--- config.mk ---
export PLATFORM = sky130hd
export DESIGN_NAME = cpu_sequencer
export DESIGN_NICKNAME = d
export VERILOG_FILES = /design/src/rtl/risc_pkg.sv /design/src/rtl/cpu_sequencer.sv
export SDC_FILE = /design/constraint.sdc
export NUM_CORES = 1
export LEC_CHECK = 0
export ABC_AREA = 1
export BUFFER_PORTS_ARGS = -buffer_cell sky130_fd_sc_hd__clkbuf_2
export CORE_MARGIN = 5
export CORE_UTILIZATION = 35
export CTS_BUF_LIST = sky130_fd_sc_hd__clkbuf_2
export DETAILED_ROUTE_END_ITERATION = 16
export GPL_ROUTABILITY_DRIVEN = 1
export MAX_ROUTING_LAYER = met4
export SKIP_LAST_GASP = 1
export SLEW_MARGIN = 10
export SYNTH_ARGS = -nofsm -noshare
export SYNTH_HDL_FRONTEND = slang
export SYNTH_SLANG_ARGS = --single-unit
--- constraint.sdc ---
create_clock -name clk -period 4.56 [get_ports clk]
set_clock_uncertainty 0.2 [all_clocks]
set_input_delay 0.456 -clock clk [delete_from_list [all_inputs] [get_ports clk]]
set_output_delay 0.456 -clock clk [all_outputs]
set_load 0.01 [all_outputs]
--- src/rtl/risc_pkg.sv ---
// Shared definitions for the 8-phase RISC CPU: run-control state encodings and phase names
// used by both the sequencer and the instruction-decode controller.
package risc_pkg;

  typedef enum logic [1:0] {
    IDLE   = 2'b00,
    RUN    = 2'b01,
    STEP   = 2'b10,
    HALTED = 2'b11
  } run_state_e;

  localparam int         NUM_PHASES = 8;
  localparam logic [2:0] PH_HALT    = 3'd4;
  localparam logic [2:0] PH_LAST    = 3'(NUM_PHASES - 1);

endpackage

--- src/rtl/cpu_sequencer.sv ---
// Run-control sequencer: owns the CPU phase counter, gates datapath updates via cpu_en,
// and arbitrates free-run, single-step and halt/clear-halt requests.
module cpu_sequencer
  import risc_pkg::*;
#(
  parameter int CNT_W = 16
) (
  input  logic             clk,
  input  logic             rst,
  input  logic             run,
  input  logic             step_req,
  input  logic             clr_halt,
  input  logic             halt,
  output logic [2:0]       phase,
  output logic             cpu_en,
  output logic             instr_done,
  output logic             halted,
  output logic [1:0]       state,
  output logic [CNT_W-1:0] instr_cnt
);

  // Request semantics: run is a level sampled in IDLE and at the phase-7 cycle of RUN;
  // step_req and clr_halt are one-cycle pulses acted on only in IDLE / HALTED respectively
  // and never queued; halt is sampled only in the phase-4 cycle of RUN or STEP.

  run_state_e       state_q, state_n;
  logic [2:0]       phase_q, phase_n;
  logic [CNT_W-1:0] cnt_q;
  logic             halted_q;

  always_ff @(posedge clk or posedge rst) begin
    if (rst) begin
      state_q  <= IDLE;
      phase_q  <= '0;
      halted_q <= 1'b0;
    end else begin
      state_q  <= state_n;
      phase_q  <= phase_n;
      halted_q <= (state_n == HALTED);
    end
  end

  always_comb begin
    state_n = state_q;
    phase_n = phase_q;
    case (state_q)
      IDLE: begin
        phase_n = '0;
        if (run)           state_n = RUN;
        else if (step_req) state_n = STEP;
      end
      RUN, STEP: begin
        // Halt wins over the instruction boundary and any run change.
        if ((phase_q == PH_HALT) && halt) begin
          state_n = HALTED;
          phase_n = '0;
        end else if (phase_q == PH_LAST) begin
          phase_n = '0;
          if ((state_q == STEP) || !run) state_n = IDLE;
        end else begin
          phase_n = phase_q + 3'd1;
        end
      end
      HALTED: begin
        phase_n = '0;
        if (clr_halt) state_n = IDLE;
      end
      default: begin
        state_n = IDLE;
        phase_n = '0;
      end
    endcase
  end

  assign cpu_en     = (state_q == RUN) || (state_q == STEP);
  assign instr_done = cpu_en && (phase_q == PH_LAST);

  // Retired-instruction counter saturates rather than wrapping.
  always_ff @(posedge clk or posedge rst) begin
    if (rst) begin
      cnt_q <= '0;
    end else if (instr_done && (cnt_q != {CNT_W{1'b1}})) begin
      cnt_q <= cnt_q + CNT_W'(1);
    end
  end

  assign phase     = phase_q;
  assign state     = state_q;
  assign halted    = halted_q;
  assign instr_cnt = cnt_q;

endmodule

# ---- After elaboration in Yosys (flattened, before gate mapping)
# Cells that the tools add are included.
dict set report classes {
  add_sub_neg 2
  eq_ne 7
  muxes 10
  n_reduce_logical 9
}
# operator n
set ops {}
lappend ops {{adder 16 x 1 -> 16 bit (second input constant)} 1}
lappend ops {{!= test 16 bit (second input constant)} 1}
lappend ops {{2-to-1 mux 2 bit} 6}
lappend ops {{== test 2 bit (second input constant)} 3}
lappend ops {{== test 3 bit (second input constant)} 2}
lappend ops {{2-to-1 mux 3 bit} 2}
lappend ops {{case mux 2 bit (3 select lines)} 1}
lappend ops {{case mux 3 bit (2 select lines)} 1}
lappend ops {{OR reduction 2 bit} 2}
lappend ops {{adder 3 x 1 -> 3 bit (second input constant)} 1}
lappend ops {{logical AND 1 bit} 3}
lappend ops {{== test 2 x 1 -> 1 bit (second input constant)} 1}
lappend ops {{zero test 2 bit} 1}
lappend ops {{logical OR 1 bit} 2}
lappend ops {{zero test 1 bit} 1}
dict set report word_totals {
  register_bits 22
  inputBits 6
  output_inout_bits 24
  wordCells 32
}

# ---- Depth between registers and ports, before layout
dict set report logic_depth {
  ltp_word 7
  depth_mapped 11
  depth_no_buf 11
}

# ---- Worst setup path before layout
# No wires, ideal clock.
dict set report synth_path {
  path_type {reg-to-reg}
  from {reg state_q[0], in the netlist state[0]}
  to {reg cnt_q[10], in the netlist instr_cnt[10]}
  setup_time_ps 65
  arrival_time_ps 1572
  required_ps 4295
  setup_slack_ps 2723
  stages_incl_launch_ff 10
  path_buffers 1
  period_less_slack_ps 1837
  cell_sequence {dfrtp_1 inv_1 ha_1 nand2_1 inv_1 nand2_8 inv_4 buf_6 nand3_1 nand2_1}
}
dict set report synth_between {
  elab_chain_len 4
  elab_cells_between_ends 5
  cone_classes {eq/ne: 2; reduce/logical: 3}
}
# element line_no
set synth_rtl {}
lappend synth_rtl {{start, declared} cpu_sequencer.sv:26} ;# run_state_e state_q, state_n;
lappend synth_rtl {{start signal, assigned} cpu_sequencer.sv:37} ;# state_q <= state_n;
lappend synth_rtl {{== test 2 x 1 -> 1 bit / == test 2 bit (equally long branches)} cpu_sequencer.sv:75} ;# assign cpu_en = (state_q == RUN) || (state_q == STEP);
lappend synth_rtl {{logical OR 1 bit (*)} cpu_sequencer.sv:75}
lappend synth_rtl {{via cpu_en} cpu_sequencer.sv:15} ;# output logic cpu_en,
lappend synth_rtl {{logical AND 1 bit (*)} cpu_sequencer.sv:76} ;# assign instr_done = cpu_en && (phase_q == PH_LAST);
lappend synth_rtl {{via instr_done} cpu_sequencer.sv:16} ;# output logic instr_done,
lappend synth_rtl {{logical AND 1 bit (*)} cpu_sequencer.sv:82} ;# end else if (instr_done && (cnt_q != {CNT_W{1'b1}})) begin
lappend synth_rtl {{end signal, assigned} cpu_sequencer.sv:83} ;# cnt_q <= cnt_q + CNT_W'(1);
lappend synth_rtl {{end, declared} cpu_sequencer.sv:28} ;# logic [CNT_W-1:0] cnt_q;
# The timed path passes the listed nets; every way through them passes the cells marked *.
# A chain may end at the register's enable or synchronous reset.

# ---- Final worst setup path
dict set report layout_path {
  from {reg state_q[0], in the netlist state[0]}
  to {out instr_done}
}
dict set report layout_between {
  elab_chain_len 3
  elab_cells_between_ends 4
  cone_classes {eq/ne: 2; reduce/logical: 2}
}
# element line_no
set layout_rtl {}
lappend layout_rtl {{== test 2 x 1 -> 1 bit / == test 2 bit (equally long branches)} cpu_sequencer.sv:75}
lappend layout_rtl {{logical OR 1 bit (*)} cpu_sequencer.sv:75}
lappend layout_rtl {{logical AND 1 bit (*)} cpu_sequencer.sv:76}
lappend layout_rtl {{end, declared} cpu_sequencer.sv:16}
# Mark *: on every way between the ends. The rest lies on a longest branch, timed or not.

==> impl_metrics.env <==
export IMPL_status="complete, no violations"
export IMPL_r2r_cells=10
export IMPL_cts_tree="done"
export IMPL_ys_warn_count=0
export IMPL_clk_path_buf_depth=2
export IMPL_max_clock_freq_ghz=0.430
export IMPL_cpMostUsedCell="inv_1"
export IMPL_p_leak_nw=0.872
export IMPL_routedWlPerCell_um=10.9
export IMPL_vias_per_cell=4.47
export IMPL_firstDrtPassIters=5
export IMPL_ys_ff_latch=22
export IMPL_syn_inst=190
export IMPL_grt_pass1_vias=1146
export IMPL_hold_class="primary input to asynchronous set/reset pin"
export IMPL_cts_setup_buffers=0
export IMPL_htreeDepth=1
export IMPL_root_buffer="clkbuf_2"
export IMPL_cts_resized_gates=0
export IMPL_peakVddDrop_v=0.000157
export IMPL_cp_slowest_cell="dfrtp_1"
export IMPL_max_slew_margin=0.437
export IMPL_synth_xor_xnor_area_share=0.0505
export IMPL_drcViolationCount=0
export IMPL_grt_pass1_wl_mm=5.05
export IMPL_yosys_area_share_simple=0.366
export IMPL_place_congestion=0.755
export IMPL_synthMuxAreaShare=0
export IMPL_post_route_util=0.424
export IMPL_worstSetupEndpointType="output pin"
export IMPL_start_util=0.371
export IMPL_finalWirelength_mm=2.93
export IMPL_n_antenna_cell=0
export IMPL_drt_iter0_drc=71
export IMPL_critPathLaunchType="flip-flop"
export IMPL_worstReg2RegEnd="instr_cnt[8]$_DFFE_PP0P_"
export IMPL_die_area_um2=5320
export IMPL_layout_commonest_cell="nand2_1"
export IMPL_track_usage=0.122
export IMPL_cp_cell_sequence="inv_1 > ha_1 > nand2_1 > inv_1 > clkbuf_2"
export IMPL_r2r_start="instr_cnt[0]$_DFFE_PP0P_"
export IMPL_boundaryPins=30
export IMPL_fin_setup_tns_ns=0
export IMPL_grt_max_degree=23
export IMPL_hpwlAfterDp_mm=2.29
export IMPL_crit_family="flip-flops"
export IMPL_critPathMaxFanout=6
export IMPL_hold_viol=0
export IMPL_mostFrequentLayoutCells="nand2_1 (75), clkbuf_2 (32), inv_1 (25)"
export IMPL_ys_types=20
export IMPL_rows=22
export IMPL_vias=1202
export IMPL_area_growth_syn_to_layout_pct=14.5
export IMPL_insertion_delay_ns=0.32
export IMPL_critPathKind="flip-flop to output pin"
export IMPL_grt_ovfl_total=0
export IMPL_max_stage_delay_ns=0.45
export IMPL_syn_num_nets=203
export IMPL_clock_sinks=22
export IMPL_die_x_um=73.0
export IMPL_synth_area_um2=1390
export IMPL_fin_nets=235
export IMPL_path_clk_slew_ns=0.21
export IMPL_final_cells=269
export IMPL_whs_ns=0.0361
export IMPL_finalCritPeriodShare=0.510
export IMPL_path_buf_inv=3
export IMPL_drive_gt1_frac=0.176
export IMPL_required_ns=3.90
export IMPL_cts_buffers_inserted=3
export IMPL_syn_area_per_cell_um2=7.30
export IMPL_crit_arrival_ns=1.67
export IMPL_setup_viol=0
export IMPL_ctsHoldBuffers=0
export IMPL_core_region_area_um2=3740
export IMPL_synth_top_family_by_area="simple AND/OR/NAND/NOR gates"
export IMPL_slew_violations=0
export IMPL_tightest_slew_ns=0.843
export IMPL_p_per_area_nw_per_um2=322
export IMPL_ant_nets=0
export IMPL_die_h_um=73.0
export IMPL_ys_seq_area_frac=0.397
export IMPL_drv_cap=0
export IMPL_rrSetupSlack_ns=2.66
export IMPL_synth_fa_ha_area_frac=0.0631
export IMPL_rsz0062_at_grt="no"
export IMPL_fin_crit_ns=2.32
export IMPL_io_buffers=29
export IMPL_synth_compound_area_frac=0.0325
export IMPL_placedCellCount=265
export IMPL_grt_antenna_before_repair=0
[through the flow]
| step | setup WS, ns | cell area, um^2 | total power (W) |
|---|---|---|---|
| after global routing | 2.05 | 1590 | 0.000554 |
| final | 2.24 | 1590 | 0.000512 |
| after CTS | 2.20 | 1590 | 0.000520 |
| after floorplan | 2.72 | 1390 | 0.000375 |
| after global placement | 2.64 | 1570 | 0.000442 |
| after detailed placement | 2.60 | 1570 | 0.000440 |
[layer usage]
metal	GRT usage	wire (um)
met5	-	0
met2	0.191	1300
met1	0.159	1520
met4	0.0164	13
met3	0.0358	97
[flip-flops by register name (all words and copies together) (netlist names)]
signal and cells:
phase 3, halted 1, instr_cnt 16, state 2
[synth_stat cells (all sizes together)]
cell type	n	share of area
nand3	13	0.047
dfrtp	22	0.40
ha	7	0.063
nor2	15	0.051
nand2	78	0.23
nand3b	1	0.0054
nor3	4	0.014
a21oi	1	0.0036
o21ai	8	0.029
buf	2	0.016
inv	27	0.075
nand4	4	0.018
xor2	4	0.025
xnor2	4	0.025
[worst max-delay path by stage]
stage                        from                         to  slack [ns]  depth (start not counted)
3_3_place_gp   state[0]$_DFF_PP0_                 instr_done        2.64                          5
5_1_grt        state[0]$_DFF_PP0_                 instr_done        2.05                          5
6_report       state[0]$_DFF_PP0_                 instr_done        2.24                          5
2_1_floorplan  state[0]$_DFF_PP0_  instr_cnt[10]$_DFFE_PP0P_        2.72                          9
3_5_place_dp   state[1]$_DFF_PP0_                 instr_done        2.60                          5
4_1_cts        state[1]$_DFF_PP0_                 instr_done        2.20                          5
[cell families (layout without fill, tap and decap cells)]
logic type,count (synthesis),after routing
buffers and inverters,29,60
XOR/XNOR,8,8
AO/OA/AOI/OAI,9,9
AND/OR/NAND/NOR,115,115
flip-flops,22,22
adder cells (fa/ha/maj),7,7
[power breakdown]
group	total, W	internal [W]	switching, W
Clock	0.0000783	0.0000191	0.0000592
Sequential	0.000249	0.000222	0.0000275
Combinational	0.000184	0.0000691	0.000115
Total	0.000512	0.000310	0.000202
[cell type report]
type / instances / area, um^2
multi-input combinational: 139 / 711
timing repair buffer: 29 / 145
tap: 48 / 60.1
sequential: 22 / 551
fill: 423 / 2150
inverter: 27 / 104
clock buffer: 3 / 15.0
clock inverter: 1 / 3.75
[worst reg2reg max path: stages, from the launching register on]
cell,delay [ns]
dfrtp_1,0.48
ha_1,0.21
inv_1,0.08
nor2_4,0.17
inv_2,0.08
nor2_4,0.14
nand2_4,0.09
nand2_8,0.13
inv_4,0.10
nand2_1,0.06
o21ai_0,0.07
(Power assumes the default switching activity.)
